**config.mk**
```make
export PLATFORM = sky130hd
export DESIGN_NAME = lif_neuron
export DESIGN_NICKNAME = d
export VERILOG_FILES = /design/src/rtl/snn_pkg.sv /design/src/rtl/lif_membrane_update.sv /design/src/rtl/lif_neuron.sv
export SDC_FILE = /design/constraint.sdc
export NUM_CORES = 1
export LEC_CHECK = 0
export CORE_MARGIN = 3
export CORE_UTILIZATION = 53
export CTS_CLUSTER_SIZE = 20
export DETAILED_ROUTE_END_ITERATION = 6
export PLACE_DENSITY = 0.78
export SLEW_MARGIN = 10
export SYNTH_ARGS = -nofsm -noshare
export SYNTH_HDL_FRONTEND = slang
export SYNTH_SLANG_ARGS = --single-unit
```
**constraint.sdc**
```tcl
create_clock -name clk -period 4.2 [get_ports clk]
set_clock_uncertainty 0.2 [all_clocks]
set_input_delay 0.42 -clock clk [delete_from_list [all_inputs] [get_ports clk]]
set_output_delay 0.42 -clock clk [all_outputs]
set_load 0.01 [all_outputs]
```
**src/rtl/snn_pkg.sv**
```systemverilog
// Shared definitions for the spiking-neuron datapath: operand widths, the
// neuron state encoding and the 8-bit saturating clamp.
package snn_pkg;

  localparam int CURRENT_W = 8;
  localparam int ACC_W     = 10;

  localparam logic signed [ACC_W-1:0] ACC_MAX = ACC_W'(127);
  localparam logic signed [ACC_W-1:0] ACC_MIN = ACC_W'(-128);

  typedef enum logic {
    S_INTEGRATE  = 1'b0,
    S_REFRACTORY = 1'b1
  } lif_state_t;

  // Clamp a wide signed sum into the signed 8-bit membrane range.
  function automatic logic signed [CURRENT_W-1:0] sat8(input logic signed [ACC_W-1:0] x);
    if (x > ACC_MAX) begin
      sat8 = {1'b0, {(CURRENT_W-1){1'b1}}};
    end else if (x < ACC_MIN) begin
      sat8 = {1'b1, {(CURRENT_W-1){1'b0}}};
    end else begin
      sat8 = x[CURRENT_W-1:0];
    end
  endfunction

endpackage

```
**src/rtl/lif_membrane_update.sv**
```systemverilog
// Combinational membrane arithmetic: leak, integrate, saturate, threshold
// compare and post-fire value.
// Macro LIF_RESET_SUBTRACT_EN: when defined, a firing neuron keeps the
// excess above threshold (reset by subtraction); otherwise it resets to zero.
module lif_membrane_update
  import snn_pkg::*;
#(
  parameter int THRESHOLD   = 64,
  parameter int DECAY_SHIFT = 3
) (
  input  logic [CURRENT_W-1:0] v_i,
  input  logic [CURRENT_W-1:0] current_i,
  output logic [CURRENT_W-1:0] v_leak_o,
  output logic [CURRENT_W-1:0] v_next_o,
  output logic                 fire_o,
  output logic [CURRENT_W-1:0] v_fire_o
);

  localparam logic signed [CURRENT_W-1:0] THR = CURRENT_W'(THRESHOLD);

  logic signed [CURRENT_W-1:0] v_s;
  logic signed [CURRENT_W-1:0] leaked;
  logic signed [ACC_W-1:0]     sum;
  logic signed [CURRENT_W-1:0] v_sat;

  // Leak always stays between v and 0, so it fits in 8 bits; only the
  // addition of the input current needs the wider accumulator.
  always_comb begin
    v_s    = v_i;
    leaked = v_s - (v_s >>> DECAY_SHIFT);
    sum    = {{(ACC_W-CURRENT_W){leaked[CURRENT_W-1]}}, leaked}
           + {{(ACC_W-CURRENT_W){current_i[CURRENT_W-1]}}, current_i};
    v_sat  = sat8(sum);
    fire_o = (v_sat >= THR);
`ifdef LIF_RESET_SUBTRACT_EN
    v_fire_o = v_sat - THR;
`else
    v_fire_o = '0;
`endif
    v_leak_o = leaked;
    v_next_o = v_sat;
  end

endmodule

```
**src/rtl/lif_neuron.sv**
```systemverilog
// Leaky integrate-and-fire neuron: per time step (enable) integrates the
// signed input current into a leaky saturating membrane potential, emits a
// one-cycle spike on threshold crossing and then sits out a refractory
// period during which it only leaks.
// Macro LIF_RESET_SUBTRACT_EN selects reset-by-subtraction on fire
// (default: reset to zero).
module lif_neuron
  import snn_pkg::*;
#(
  parameter int THRESHOLD    = 64,
  parameter int DECAY_SHIFT  = 3,
  parameter int REFRAC_STEPS = 2
) (
  input  logic                 clk,
  input  logic                 reset,
  input  logic                 enable,
  input  logic [CURRENT_W-1:0] input_current,
  output logic [CURRENT_W-1:0] membrane_potential,
  output logic                 spike,
  output logic                 refractory_busy
);

  localparam logic [3:0] REFRAC_CNT = 4'(REFRAC_STEPS);

  lif_state_t           state_q, state_d;
  logic [3:0]           cnt_q, cnt_d;
  logic [CURRENT_W-1:0] v_q, v_d;
  logic                 spike_q, spike_d;

  logic [CURRENT_W-1:0] v_leak;
  logic [CURRENT_W-1:0] v_next;
  logic [CURRENT_W-1:0] v_fire;
  logic                 fire;

  lif_membrane_update #(
    .THRESHOLD  (THRESHOLD),
    .DECAY_SHIFT(DECAY_SHIFT)
  ) u_update (
    .v_i      (v_q),
    .current_i(input_current),
    .v_leak_o (v_leak),
    .v_next_o (v_next),
    .fire_o   (fire),
    .v_fire_o (v_fire)
  );

  // Next-state logic: integrate/fire or leak-only, advancing only on enable.
  always_comb begin
    // NOTE: every output gets a default first so no path infers a latch.
    state_d = state_q;
    cnt_d   = cnt_q;
    v_d     = v_q;
    spike_d = 1'b0;
    if (enable) begin
      case (state_q)
        S_INTEGRATE: begin
          if (fire) begin
            spike_d = 1'b1;
            v_d     = v_fire;
            cnt_d   = REFRAC_CNT;
            if (REFRAC_STEPS > 0) begin
              state_d = S_REFRACTORY;
            end
          end else begin
            v_d = v_next;
          end
        end
        S_REFRACTORY: begin
          // Input is ignored here; the step that exhausts the counter also
          // only leaks and hands back to integration for the next step.
          v_d = v_leak;
          if (cnt_q <= 4'd1) begin
            cnt_d   = '0;
            state_d = S_INTEGRATE;
          end else begin
            cnt_d = cnt_q - 4'd1;
          end
        end
      endcase
    end
  end

  // State and output registers with synchronous active-high reset.
  always_ff @(posedge clk) begin
    // NOTE: sequential state uses non-blocking assignments only.
    if (reset) begin
      state_q <= S_INTEGRATE;
      cnt_q   <= '0;
      v_q     <= '0;
      spike_q <= 1'b0;
    end else begin
      state_q <= state_d;
      cnt_q   <= cnt_d;
      v_q     <= v_d;
      spike_q <= spike_d;
    end
  end

  assign membrane_potential = v_q;
  assign spike              = spike_q;
  assign refractory_busy    = (state_q == S_REFRACTORY);

endmodule

```
==> summary.md, run 1 <==
| Metric | Value |
|---|---|
| Measured slew at the worst slew-check pin | 665 ps |
| Grt ovf | 0 |
| Syn avg cell area | 8.56 sq um |
| Async set or reset register ratio after synthesis | 0% |
| Clock Pin Slew Worst Setup and Hold Paths | ~100 ps |
| Vias/cell | between 5 and 6 |
| Total CTS buffers | 3 |
| # DRC | 0 |
| Die Area | 3380 sq um |
| Max Cap Viol | 0 |
| Hold Path Sink | membrane_potential[7] |
| Met2 wire len | 1.44 mm |
| Critical Path End Type | flip-flop |
| First-pass GRT wire length | 5.39 mm |
| Ant diodes | 0 |
| Worst-path fanout max | 10 |
| Postcts setup bufs | 0 |
| EDFF count, synth | 0 |
| Critical path startpoint category | flip-flop |
| Root Driver | clkbuf_4 |
| Clk sink count | 14 |
| H-tree depth | 1 |
| Total GRT Usage | 20.2% |
| Setup_tns | 0 ps |
| Final Max Tran Viols | 0 |
| Unique masters post-synth | 39 |
| Starting Density | between 50% and 60% |
| Synth warnings | 0 |
| R2R Setup Slk | between 300 and 400 ps |
| CTS tree | built |
| Routed wire per std cell | 14.3 um |
| Die Ht | 58.1 um |
| CTS Buffer Depth | 2 |
| Register-to-Register Path Depth | 15 |
| Syn nets | 199 |
| Rel. slew slack | 55.6% |
| R2r endpoint | membrane_potential[4] |
| Top Ports | 21 |
| Final setup vio count | 0 |
| Port Buffer Count | 20 |
| Initial antenna violation count | 0 |
| Mapped Area | approximately 1400 sq um |
| Routed wire length | 3.10 mm |
| Fmax | 0.256 GHz |
| Die X | between 50 and 60 um |
| Worst skew pair latency | 290 ps |
| Min-Delay Startpoint | membrane_potential[7] |
| Via count | 1276 |
| Area delta synth->final | 17.2% |
| RSZ-0062 raised after global routing | no |
| Vias in the first global route | about 1200 |
| Critical Path RT | around 4200 ps |
| Final net count | 219 |
| Yosys reg bits | 14 |
| Final GP Congestion | 0.914 |
| Reg2reg start | membrane_potential[3] |
| Post-layout min period | 3900 ps |
| Router iterations before antenna repair | 4 |
| HP Class | reg2reg |
| Cells on Worst Hold Path | 2 |
| Routed met3 length | 111 um |
| Cell count after synthesis | ~170 |
| Fillers | 231 |
| # resized after CTS | 0 |
| ANT nets after route | 0 |
| Hold Vio Cnt, Final | 0 |
| Met1 WL | approximately 1.5 mm |
| Synth Flop Type | dfxtp_1 |
| Worst EP arrival | 3900 ps |
| FP Rows | 18 |
| WS Path Type | reg2reg |
| Highest metal used | met4 |
| Tcrit/Tclk final | 92.8% |
| Status | completed |
| CTS Hold Buffers Added | 0 |
| DR iter-0 viols | 42 |
| Core area | 2520 sq um |
| Seq/Total Area, Yosys | 19.5% |
| DP HPWL | roughly 2.5 mm |
| Share of cells above drive strength 1 | 12.3% |
| Largest net degree at the start of global routing | 17 |
[stage by stage]
stage | hold WS, ps | instances | utilization, % | area, sq um | worst slack [ps]
2_1_floorplan | 264 | 168 | - | 1440 | 634
3_3_place_gp | 279 | 213 | 65.4 | 1650 | 407
3_5_place_dp | 277 | 213 | 65.4 | 1650 | 334
4_1_cts | 298 | 217 | 66.9 | 1690 | 315
5_1_grt | 359 | 217 | 66.9 | 1690 | 2.86
6_report | 296 | 217 | 66.9 | 1690 | 300
[cell families after synthesis]
kind of cell | synth area share, %
mux | 1.48
buf+inv | 6.78
flops | 19.5
fa+ha+maj | 22.2
compound gates | 30.8
simple gates | 13.8
xor+xnor | 5.48
[layer usage]
layer  up-vias  global-route usage (%)
met3         2                    3.56
met1       605                    28.6
met5         -                       0
met2        25                    33.1
met4         0                    1.99
li1        644                       -
[worst max-delay path, stage by stage, from the launching register on]
cell and delay, ps:
dfxtp_1 420, ha_1 170, inv_1 60, fa_1 410, a21o_1 200, a21oi_1 220
o21bai_1 110, a21oi_1 180, xnor2_1 180, ha_1 320, nor2b_1 180, a221oi_4 330
nand2_4 140, o22ai_4 320, nand2_1 120, a221oi_2 260
[flip-flops by register name, summed over array words and instances (netlist names)]
| name | count |
|---|---|
| membrane_potential | 8 |
| cnt_q | 4 |
| spike | 1 |
| refractory_busy | 1 |
[layout make-up]
| cell class | count | area, sq um | area share, % |
|---|---|---|---|
| multi-input cells | 130 | 1060 | 62.9 |
| flip-flops and latches | 14 | 280 | 16.6 |
| repair buffers | 20 | 200 | 11.9 |
| clock buffers | 4 | 36.3 | 2.15 |
| inverters | 19 | 71.3 | 4.23 |
| well taps | 30 | 37.5 | 2.23 |
[synth_stat cells, types with 2 or more instances]
cell | count | area share (%)
ha_1 | 18 | 16
inv_1 | 18 | 4.7
a21oi_1 | 16 | 5.6
dfxtp_1 | 14 | 19
o21ai_0 | 10 | 3.5
nor2_1 | 9 | 2.3
nand2_1 | 7 | 1.8
nor3_1 | 7 | 2.4
xnor2_1 | 7 | 4.3
a21o_1 | 6 | 3.1
a211oi_2 | 4 | 3.5
a221oi_2 | 4 | 4.2
clkbuf_1 | 4 | 1.0
nand2b_1 | 4 | 1.7
o21a_1 | 4 | 2.1
maj3_2 | 3 | 2.3
nand3_1 | 3 | 1.0
a211oi_1 | 2 | 1.0
a31oi_1 | 2 | 0.87
fa_1 | 2 | 2.8
maj3_1 | 2 | 1.4
nand4_1 | 2 | 0.87
nor2b_1 | 2 | 0.87
o21bai_1 | 2 | 1.0
xor2_1 | 2 | 1.2
[placed cells by master (no fill, tap or decap), drive strengths merged, types with 6 or more instances in the layout]
| cell | instances |
|---|---|
| ha | 18 |
| clkdlybuf4s50 | 20 |
| dfxtp | 14 |
| nor3 | 7 |
| a211oi | 6 |
| o21ai | 10 |
| nor2 | 9 |
| xnor2 | 7 |
| a21o | 6 |
| a21oi | 16 |
| nand2 | 8 |
| inv | 19 |
[worst max-delay path by stage]
stage                               start                     to  slack [ps]  cells after the start
global placement    membrane_potential[3]  membrane_potential[4]         410                     15
CTS                 membrane_potential[3]  membrane_potential[3]         310                     15
global route        membrane_potential[3]  membrane_potential[4]           3                     15
finish              membrane_potential[3]  membrane_potential[4]         300                     15
detailed placement  membrane_potential[3]  membrane_potential[3]         330                     15
floorplan           membrane_potential[3]  membrane_potential[1]         630                     15
Power of run 1 is not shown: default switching activity piles up to over one toggle a cycle in this logic, so the estimate is an artifact.
==> inputs of run 2 (changes only) <==
- CTS_CLUSTER_DIAMETER: unset -> 120
==> results of run 2 <==
Final layout, timing and power as in run 1 (identical DEF).
Power of run 2 is left out for the same reason.
